===== config.mk =====
export PLATFORM = sky130hd
export DESIGN_NAME = lut_serial_loader
export DESIGN_NICKNAME = d
export VERILOG_FILES = /design/src/rtl/lut_loader_pkg.sv /design/src/rtl/byte_serializer.sv /design/src/rtl/lut_serial_loader.sv
export SDC_FILE = /design/constraint.sdc
export NUM_CORES = 1
export LEC_CHECK = 0
export ABC_CLOCK_PERIOD_IN_PS = 2500
export CAP_MARGIN = 20
export CORE_UTILIZATION = 40
export DETAILED_ROUTE_END_ITERATION = 10
export HOLD_SLACK_MARGIN = 0.15
export PLACE_DENSITY_LB_ADDON = 0.3
export SLEW_MARGIN = 10
export SYNTH_ARGS = -nofsm -noshare
export SYNTH_HDL_FRONTEND = slang
export SYNTH_SLANG_ARGS = --single-unit

===== constraint.sdc =====
create_clock -name clk -period 2.5 [get_ports clk]
set_input_delay 0.5 -clock clk [delete_from_list [all_inputs] [get_ports clk]]
set_output_delay 0.5 -clock clk [all_outputs]
set_load 0.02 [all_outputs]

===== src/rtl/lut_loader_pkg.sv =====
// Shared constants and state encoding for the serial LUT loader.
package lut_loader_pkg;

  localparam int unsigned BYTE_W    = 8;
  localparam int unsigned BIT_IDX_W = 3;

  localparam logic [1:0] ST_IDLE  = 2'd0;
  localparam logic [1:0] ST_SHIFT = 2'd1;
  localparam logic [1:0] ST_ROT   = 2'd2;

  function automatic int unsigned bit_cnt_w(input int unsigned table_bits);
    return (table_bits > 1) ? $clog2(table_bits) : 1;
  endfunction

endpackage


===== src/rtl/byte_serializer.sv =====
// Byte load/shift register emitting its MSB; bit_idx counts 7 down to 0.
module byte_serializer
  import lut_loader_pkg::*;
(
  input  logic                 clk,
  input  logic                 rst_n,
  input  logic                 load,
  input  logic                 shift,
  input  logic [BYTE_W-1:0]    data,
  output logic                 bit_out,
  output logic [BIT_IDX_W-1:0] bit_idx,
  output logic                 last_bit
);

  logic [BYTE_W-1:0] sreg;

  // MSB of sreg is the bit currently on the wire; it holds when neither load nor shift
  always_ff @(posedge clk or negedge rst_n) begin
    if (!rst_n) begin
      sreg    <= '0;
      bit_idx <= '0;
    end else if (load) begin
      sreg    <= data;
      bit_idx <= BIT_IDX_W'(BYTE_W - 1);
    end else if (shift) begin
      sreg    <= {sreg[BYTE_W-2:0], 1'b0};
      bit_idx <= bit_idx - BIT_IDX_W'(1);
    end
  end

  assign bit_out  = sreg[BYTE_W-1];
  assign last_bit = (bit_idx == '0);

endmodule


===== src/rtl/lut_serial_loader.sv =====
// Feeds table bytes MSB-first into a serial-load LUT and issues counted rotate bursts.
// Optional LUT_LOADER_PARITY_EN adds a running XOR of all shifted bits on load_parity.
module lut_serial_loader
  import lut_loader_pkg::*;
#(
  parameter int unsigned TABLE_BITS = 32,
  parameter int unsigned ROT_LEN    = 8,
  parameter int unsigned STEP_W     = 4
) (
  input  logic              clk,
  input  logic              rst_n,
  input  logic              wr_valid,
  input  logic [7:0]        wr_data,
  output logic              wr_ready,
  input  logic              rot_valid,
  input  logic [STEP_W-1:0] rot_steps,
  output logic              rot_ready,
  output logic              sr_d,
  output logic              sr_cs_n,
  output logic              sr_rot_n,
  output logic              busy,
  output logic              table_full,
  input  logic              clr,
  output logic              load_parity
);

  localparam int unsigned BIT_CNT_W = bit_cnt_w(TABLE_BITS);
  localparam logic [BIT_CNT_W-1:0] CNT_MAX = BIT_CNT_W'(TABLE_BITS - 1);

  if ((TABLE_BITS % BYTE_W) != 0 ||
      ((ROT_LEN == 0) ? 1'b1 : ((TABLE_BITS % ROT_LEN) != 0))) begin : g_bad_cfg
    $error("lut_serial_loader: TABLE_BITS must be a multiple of 8 and of ROT_LEN");
  end

  logic [1:0]           state, state_d;
  logic [STEP_W-1:0]    rot_cnt, rot_cnt_d;
  logic                 load, shift, last_bit, wr_ready_d;
  logic [BIT_IDX_W-1:0] bit_idx;
  logic [BIT_CNT_W-1:0] bit_cnt;
  logic                 shifted;

  byte_serializer u_ser (
    .clk      (clk),
    .rst_n    (rst_n),
    .load     (load),
    .shift    (shift),
    .data     (wr_data),
    .bit_out  (sr_d),
    .bit_idx  (bit_idx),
    .last_bit (last_bit)
  );

  // Next-state: a pending byte always beats a rotate request in IDLE
  always_comb begin
    state_d   = state;
    rot_cnt_d = rot_cnt;
    load      = 1'b0;
    shift     = 1'b0;
    case (state)
      ST_IDLE: begin
        if (wr_valid) begin
          load    = 1'b1;
          state_d = ST_SHIFT;
        end else if (rot_valid && (rot_steps != '0)) begin
          state_d   = ST_ROT;
          rot_cnt_d = rot_steps - STEP_W'(1);
        end
      end
      ST_SHIFT: begin
        if (last_bit) begin
          if (wr_valid) load = 1'b1;
          else          state_d = ST_IDLE;
        end else begin
          shift = 1'b1;
        end
      end
      ST_ROT: begin
        if (rot_cnt == '0) state_d = ST_IDLE;
        else               rot_cnt_d = rot_cnt - STEP_W'(1);
      end
      default: state_d = ST_IDLE;
    endcase
    wr_ready_d = (state_d == ST_IDLE) ||
                 ((state_d == ST_SHIFT) && shift && (bit_idx == BIT_IDX_W'(1)));
  end

  always_ff @(posedge clk or negedge rst_n) begin
    if (!rst_n) begin
      state    <= ST_IDLE;
      rot_cnt  <= '0;
      sr_cs_n  <= 1'b1;
      sr_rot_n <= 1'b1;
      busy     <= 1'b0;
      wr_ready <= 1'b1;
    end else begin
      state    <= state_d;
      rot_cnt  <= rot_cnt_d;
      sr_cs_n  <= (state_d != ST_SHIFT);
      sr_rot_n <= (state_d != ST_ROT);
      busy     <= (state_d != ST_IDLE);
      wr_ready <= wr_ready_d;
    end
  end

  assign rot_ready = (state == ST_IDLE) && !wr_valid;

  // A bit counts at the edge where the LUT consumes it (sr_cs_n low)
  assign shifted = !sr_cs_n;

  always_ff @(posedge clk or negedge rst_n) begin
    if (!rst_n) begin
      bit_cnt    <= '0;
      table_full <= 1'b0;
    end else if (clr) begin
      bit_cnt    <= shifted ? BIT_CNT_W'(1) : '0;
      table_full <= 1'b0;
    end else if (shifted) begin
      if (bit_cnt == CNT_MAX) begin
        bit_cnt    <= '0;
        table_full <= 1'b1;
      end else begin
        bit_cnt <= bit_cnt + BIT_CNT_W'(1);
      end
    end
  end

`ifdef LUT_LOADER_PARITY_EN
  always_ff @(posedge clk or negedge rst_n) begin
    if (!rst_n)       load_parity <= 1'b0;
    else if (clr)     load_parity <= shifted & sr_d;
    else if (shifted) load_parity <= load_parity ^ sr_d;
  end
`else
  assign load_parity = 1'b0;
`endif

endmodule


# Yosys cells after proc, flatten, opt, wreduce, memory -nomap -nowiden
# Cells that the tools add are included.
word_totals:
  regBits: 27
  input_bits: 17
  output_inout_bits: 8
  word_cells: 68
op_classes:
  add_sub_neg: 4
  eq_ne: 11
  n_mux: 26
  reduce_logical: 17
ops:
  columns: ["operator", "n"]
  rows:
  - ["two-way mux 8 bit", 2]
  - ["two-way mux 5 bit", 3]
  - ["two-way mux 4 bit", 3]
  - ["two-way mux 2 bit", 5]
  - ["two-way mux 1 bit", 8]
  - ["!= test 2 bit (second input constant)", 4]
  - ["case mux 4 bit (2 select lines)", 1]
  - ["nonzero test 2 bit", 4]
  - ["subtractor 4 x 1 -> 4 bit (second input constant)", 2]
  - ["two-way mux 3 bit", 2]
  - ["case mux 2 bit (3 select lines)", 1]
  - ["adder 5 x 1 -> 5 bit (second input constant)", 1]
  - ["equality test 5 bit (second input constant)", 1]
  - ["equality test 2 x 1 -> 1 bit (second input constant)", 2]
  - ["logical AND 1 bit", 4]
  - ["zero test 2 bit", 2]
  - ["zero test 4 bit", 1]
  - ["!= test 2 x 1 -> 1 bit (second input constant)", 2]
  - ["AND reduction 4 bit", 1]
  - ["nonzero test 4 bit", 1]
  - ["equality test 3 x 1 -> 1 bit (second input constant)", 1]
  - ["zero test 3 bit", 1]
  - ["subtractor 3 x 1 -> 3 bit (second input constant)", 1]
  - ["equality test 2 bit (second input constant)", 1]
  - ["other kinds (4)", 4]

# Logic depth before layout (Yosys ltp)
# Gate-level depths: netlist (run 1).
logic_depth:
  ltp_word: 9
  depth_mapped: 8

# Modules after synthesis
# Synthesis (run 1) repeated with hierarchy kept, for this count alone.
unflattened:
  hier_cells: 129
  hier_area_um2: 1361.3
modules_own_cells:
  columns: ["module", "instances", "cells_per_inst", "area_per_inst_um2", "seq_area_each_um2"]
  rows:
  - ["lut_serial_loader", 1, 78, 829.5, 404.1]
  - ["byte_serializer", 1, 51, 531.8, 275.3]

# Worst setup path before layout (run 1)
# No wires, ideal clock.
synth_path:
  kind: "input -> register"
  from: "in wr_valid"
  to: "reg rot_cnt[3]"
  setup_ns: 0.122
  t_arrival_ns: 1.747
  required_time_ns: 2.378
  path_slack_ns: 0.632
  cell_stages: 5
  n_path_buf: 0
  path_cell_list: "nor3_1 > a32oi_4 > inv_4 > o21ai_1 > a32o_1"
synth_via:
  elab_chain_len: 2
synth_rtl:
  columns: ["item", "line_no", "rtl"]
  rows:
  - ["start: declaration", "lut_serial_loader.sv:12", "input logic wr_valid,"]
  - ["!= test 2 bit (no source line)", null, null]
  - ["AND reduction 4 bit (no source line)", null, null]
  - ["end signal: assignment", "lut_serial_loader.sv:97", "rot_cnt <= rot_cnt_d;"]
  - ["end: declaration", "lut_serial_loader.sv:36", "logic [STEP_W-1:0] rot_cnt, rot_cnt_d;"]
# No other way between the ends.
# A chain may end at the register's enable or synchronous reset.

# Final worst setup path (run 1)
layout_path:
  from: "in wr_valid"
  to: "out rot_ready"
layout_via:
  elab_chain_len: 2
layout_rtl:
  columns: ["item", "line_no", "rtl"]
  rows:
  - ["zero test 1 bit", "lut_serial_loader.sv:105", "assign rot_ready = (state == ST_IDLE) && !wr_valid;"]
  - ["logical AND 1 bit", "lut_serial_loader.sv:105", null]
  - ["end: declaration", "lut_serial_loader.sv:17", "output logic rot_ready,"]
# No other way between the ends.

==> impl_results.md, run 1 <==
- Number of fill cells in the layout: 296
- Most common cell in the synthesized netlist: dfrtp_1
- Placed inst area: 1620 um^2
- Power Dens Cells: 893 nW/um^2
- Routed Wire Length: 2.54 mm
- Die Y: 59.3 um
- Ant. Diodes: 0
- Critical Path Most Common Cell: clkdlybuf4s50_1
- Hold_buf cts: 0
- CP arrival: 1.88 ns
- Initial Util: 0.427
- Clock Tree Root: clkbuf_4
- Critical Path Sink Type: primary output
- Crit Path Class: primary input to primary output
- Overall Global Routing Usage: 0.170
- Area of the multi-input gates: 558 um^2
- Final Instance Area: 1640 um^2
- Postcts setup bufs: 0
- H-tree Lvls: 1
- Max_cap viols: 0
- Switching power share of the total: 0.362
- Worst Hold Class: flip-flop to flip-flop
- Post-synth top area share: 0.457
- Outcome: complete, no violations
- FMAX: 420 MHz
- Reg clk slew, reported paths: 0.13 ns
- DRT Pass-1 Iters: 4
- Avg WL per Cell: 13.0 um
- Rows: 20
- Top_reg_cell synth: dfrtp_1
- Die area: 3520 um^2
- Longest Clk Path Bufs: 2
- Layout cells sized above 1: 0.118
- R2r worst-path depth: 5
- Worst endpoint required time: 2.00 ns
- Routed via count: 1005
- RSZ-0062 raised after global routing: no
- Max-slew violations: 0
- Reg area: 679 um^2
- Final #Nets: 176
- Int Power: 0.000935 W
- Post-route ant nets: 0
- PostCTS Resize Cnt: 0
- CP max stage delay: 0.67 ns
- Critical path buffers and inverters: 2
- Congestion Overflow GR: 0
- DRT iter0 DRCs: 65
- First-pass GRT wire length: 4.43 mm
- Sequential share of power: 0.491
- Final hold slack: 0.519 ns
- Synth Area per Inst: 10.5 um^2
- Residual DRC count: 0
- Leak: 0.699 nW
- Gate Count Post-Synth: 125
- Syn-to-layout area delta: 24.8%
- WHS Endpoint: table_full
- IO Pins: 25
- Clock latency on the worst-skew pair: 0.31 ns
- Cell area after synthesis: 1320 um^2
- Ys async rst share: 1.00
- Synth top area cells: dfrtp_1 (46%), dfstp_2 (6.0%), ha_1 (5.7%), mux2i_1 (4.6%), a22oi_1 (4.6%)
- Sequential fraction of the synthesis area: 0.517
- Core Area: 3080 um^2
- Worst-path cell chain: clkdlybuf4s50_1 > nor3_1 > clkdlybuf4s50_1
- CTS tree: done
- Clock Sink Count: 27
- Routed vias/inst: 5.13
- Clock power frac: 0.123
- Switch Pwr: 0.000530 W
- RR Endpoint: bit_cnt[2]
- Leading area contributor after synthesis: dfrtp_1
- Dpl hpwl: 1.95 mm
- GPL Wtd Cong: 0.814
- Die Wd: 59.3 um
- CP Max Fanout: 3
- TritonCTS buffer count: 3
- Reg2Reg Launch Point: bit_cnt[0]
- Synth Register Bits: 27
- Ys Warns: 0
- I/O Buffers: 23
- Critical Path Start Type: primary input
- Reg2reg setup slack: 0.51 ns
- Number of synthesized flops with an enable pin: 0
- Clock skew: 0.00175 ns
- Tot Pwr: 0.00147 W
- Tcrit/Tclk final: 0.953
- Synth top cells by count: dfrtp_1 (24), inv_1 (12), o21ai_0 (9)
- Syn_nets: 148
- Crit-path leading delay family: buffers and inverters
- Min-Delay Startpoint: table_full
- Critical Path Slowest Stage Cell: clkdlybuf4s50_1
- Hold path depth: 2
- Worst vdd ir: 0.485 mV
- Final Hold Viols: 0
- Vias in the first global route: 1021
- Pin count of the biggest net entering global routing: 28
- Post-synthesis cell type count: 37
- Tmin final: 2.38 ns
- Initial antenna violation count: 0
- Combinational share of power: 0.386
- Setup_tns: 0 ns
- Final setup violation count: 0
==> power by group through the flow <==
stage               Combinational [W]  Sequential [W]  Clock (W)
global placement             0.000552        0.000715          0
global route                 0.000645        0.000744   0.000212
detailed placement           0.000574        0.000728          0
floorplan                    0.000369        0.000710          0
CTS                          0.000577        0.000719   0.000192
finish                       0.000566        0.000719   0.000180
==> final cells by class <==
type | count | area share
Multi-Input combinational cell | 79 | 0.340
Inverter | 14 | 0.0335
Tap cell | 44 | 0.0335
Sequential cell | 27 | 0.414
Timing Repair Buffer | 28 | 0.163
Clock buffer | 4 | 0.0160
==> registers in the layout, summed over array words and instances, names as in the netlist <==
name	flops
busy	1
bit_cnt	5
sr_cs_n	1
state	2
rot_cnt	4
table_full	1
sr_rot_n	1
u_ser.sreg	8
wr_ready	1
u_ser.bit_idx	3
==> placed cells by master, fill, tap and decap left out, types with 6 or more instances in the layout <==
master | synthesis | routed
mux2i_1 | 6 | 6
o21ai_0 | 9 | 9
nor2_1 | 7 | 7
clkdlybuf4s50_1 | 0 | 23
inv_1 | 12 | 12
a22oi_1 | 8 | 8
a21oi_1 | 6 | 6
ha_1 | 6 | 6
dfrtp_1 | 24 | 24
nand2_1 | 6 | 6
==> routing by layer <==
| metal | wire [um] | track usage | vias up |
|---|---|---|---|
| met5 | 0 | 0 | - |
| met4 | 19 | 0.0510 | 0 |
| met3 | 57 | 0.0459 | 2 |
| met2 | 1400 | 0.315 | 15 |
| met1 | 1070 | 0.187 | 493 |
| li1 | - | - | 495 |
==> worst min-delay path, stage by stage, from the launching register on <==
cell and delay, ns:
dfrtp_1 0.37, a21oi_1 0.04, nor2_1 0.08
==> worst max path at each step <==
stage | to | cells past startpoint | slack, ns | startpoint
after floorplan | rot_cnt[3] | 5 | 0.63 | wr_valid
after global placement | rot_cnt[2] | 6 | 0.21 | rot_steps[1]
after detailed placement | rot_ready | 3 | 0.13 | wr_valid
after CTS | rot_ready | 3 | 0.13 | wr_valid
after global routing | rot_ready | 3 | 0.05 | wr_valid
final | rot_ready | 3 | 0.12 | wr_valid
==> stage by stage <==
step	util	cells	setup slack, ns
final	0.533	196	0.117
after global routing	0.533	196	0.0549
after global placement	0.525	192	0.209
after CTS	0.533	196	0.126
after floorplan	-	125	0.632
after detailed placement	0.525	192	0.127
==> logic make-up (layout without fill, tap and decap cells) <==
family                   Yosys count  in the layout  synth area share
adder cells (fa/ha/maj)            6              6            0.0571
AO/OA/AOI/OAI                     35             35             0.188
buffers and inverters             19             46            0.0590
other                              1              1           0.00285
AND/OR/NAND/NOR                   31             31             0.130
multiplexers                       6              6            0.0457
flip-flops                        27             27             0.517
No activity file was read; power rests on OpenSTA's default activity.
==> run 2, diff against run 1 <==
- MAX_ROUTING_LAYER: not set -> met4
==> run 2 against run 1 <==
Against the previous run:
- final area unchanged
- sequential power about the same
- first-iteration DRC count decreased by 3.1%
- critical path type unchanged
- highest routed layer unchanged
- register-to-register slack about the same
- cell count unchanged
- worst setup slack got worse by 0.00075 ns
- via count about the same
- die area unchanged
- total power about the same
- flip-flop and latch count unchanged
- routed wire length increased by 0.28%
- clock skew decreased by 0.00092 ns
==> impl_results.md, run 2 (synthesized netlist as in run 1, its figures left out) <==
- Worst vdd ir: 0.485 mV (about the same)
- CTS tree: done (unchanged)
- Initial antenna violation count: 0 (unchanged)
- Die Y: 59.3 um (unchanged)
- Die area: 3520 um^2 (unchanged)
- Most frequent cells in the layout: dfrtp_1 (24), clkdlybuf4s50_1 (23), inv_1 (12) (unchanged)
- Worst endpoint required time: 2.00 ns (about the same)
- Clock Tree Root: clkbuf_4 (unchanged)
- Rows: 20 (unchanged)
- Clock latency on the worst-skew pair: 0.31 ns (about the same)
- Crit Path Class: primary input to primary output (unchanged)
- Layout cells sized above 1: 0.118 (unchanged)
- Die Wd: 59.3 um (unchanged)
- Tcrit/Tclk final: 0.954 (was 0.953)
- Post-route ant nets: 0 (unchanged)
- DRT iter0 DRCs: 63 (was 65)
- Tot Pwr: 0.00147 W (about the same)
- Routed Wire Length: 2.55 mm (was 2.54 mm)
- Leak: 0.699 nW (unchanged)
- Largest register FFs: 8 (unchanged)
- Residual DRC count: 0 (unchanged)
- Final Hold Viols: 0 (unchanged)
- Tmin final: 2.38 ns (about the same)
- IO Pins: 25 (unchanged)
- Overall Global Routing Usage: 0.175 (was 0.170)
- CP arrival: 1.88 ns (about the same)
- H-tree Lvls: 1 (unchanged)
- Reg clk slew, reported paths: 0.13 ns (about the same)
- DRT Pass-1 Iters: 4 (unchanged)
- Worst-path cell chain: clkdlybuf4s50_1 > nor3_1 > clkdlybuf4s50_1 (unchanged)
- Final setup violation count: 0 (unchanged)
- CP max stage delay: 0.67 ns (about the same)
- Dpl hpwl: 1.95 mm (unchanged)
- Critical Path Slowest Stage Cell: clkdlybuf4s50_1 (unchanged)
- Max-slew violations: 0 (unchanged)
- Register bank with the most flops: u_ser.sreg (unchanged)
- Critical Path Most Common Cell: clkdlybuf4s50_1 (unchanged)
- Vias in the first global route: 1021 (unchanged)
- Most common cell after layout, fill and taps aside: dfrtp_1 (unchanged)
- FMAX: 419 MHz (was 420 MHz)
- Clock skew: 0.000835 ns (was 0.00175 ns)
- Postcts setup bufs: 0 (unchanged)
- RSZ-0062 raised after global routing: no (unchanged)
- Clock Sink Count: 27 (unchanged)
- First-pass GRT wire length: 4.44 mm (was 4.43 mm)
- Routed via count: 1006 (was 1005)
- Core Area: 3080 um^2 (unchanged)
- Longest Clk Path Bufs: 2 (unchanged)
- Congestion Overflow GR: 0 (unchanged)
- Syn-to-layout area delta: 24.8% (unchanged)
- TritonCTS buffer count: 3 (unchanged)
- Critical Path Start Type: primary input (unchanged)
- Routed vias/inst: 5.13 (about the same)
- Avg WL per Cell: 13.0 um (about the same)
- Regs by FF count: u_ser.sreg: 8 flops, bit_cnt: 5 flops, rot_cnt: 4 flops (unchanged)
- Ant. Diodes: 0 (unchanged)
- Critical Path Sink Type: primary output (unchanged)
- GPL Wtd Cong: 0.826 (was 0.814)
- Max_cap viols: 0 (unchanged)
- CP Max Fanout: 3 (unchanged)
- Final #Nets: 176 (unchanged)
- I/O Buffers: 23 (unchanged)
- Initial Util: 0.427 (unchanged)
- Outcome: complete, no violations (unchanged)
- Power Dens Cells: 892 nW/um^2 (was 893 nW/um^2)
- Worst Hold Class: flip-flop to flip-flop (unchanged)
- PostCTS Resize Cnt: 0 (unchanged)
- Setup_tns: 0 ns (unchanged)
- Hold_buf cts: 0 (unchanged)
- Pin count of the biggest net entering global routing: 28 (unchanged)
## run 2: power breakdown
| group | switching [W] | internal [W] |
|---|---|---|
| registers | 0.000127 | 0.000592 |
| clock network | 0.000117 | 0.0000623 |
| logic | 0.000285 | 0.000281 |
| total | 0.000530 | 0.000935 |
## run 2: critical path, delay by kind of cell
kind | cells | cell delay, ns
buf+inv | 2 | 1.12
simple gates | 1 | 0.26
## run 2: cell type report
type / count / area [um^2]
Clock buffer: 4 / 26.3
Fill cell: 296 / 1440
Inverter: 14 / 55.1
Multi-Input combinational cell: 79 / 558
Sequential cell: 27 / 679
Tap cell: 44 / 55.1
Timing Repair Buffer: 28 / 268
## run 2: stage by stage
| stage | area, um^2 | util | hold slack, ns | setup slack (ns) | std cells |
|---|---|---|---|---|---|
| 2_1_floorplan | 1320 | - | 0.204 | 0.632 | 125 |
| 3_3_place_gp | 1620 | 0.525 | 0.481 | 0.209 | 192 |
| 3_5_place_dp | 1620 | 0.525 | 0.496 | 0.127 | 192 |
| 4_1_cts | 1640 | 0.533 | 0.529 | 0.126 | 196 |
| 5_1_grt | 1640 | 0.533 | 0.533 | 0.0549 | 196 |
| 6_report | 1640 | 0.533 | 0.519 | 0.116 | 196 |
## run 2: worst paths after layout
check                                 from          to  slack (ns)  cells after the start
worst max-delay path              wr_valid   rot_ready        0.12                      3
worst min-delay path            table_full  table_full        0.52                      2
worst max register to register  bit_cnt[0]  bit_cnt[2]        0.51                      5
worst min register to register  table_full  table_full        0.52                      2
max in group asynchronous            rst_n    wr_ready        1.67                      2
min in group asynchronous            rst_n  bit_cnt[2]        0.53                      2
## run 2: routing by layer
metal	track usage	routed length, um
met1	0.187	1060
met2	0.315	1410
met3	0.0459	61
met4	0.0510	21
met5	-	0
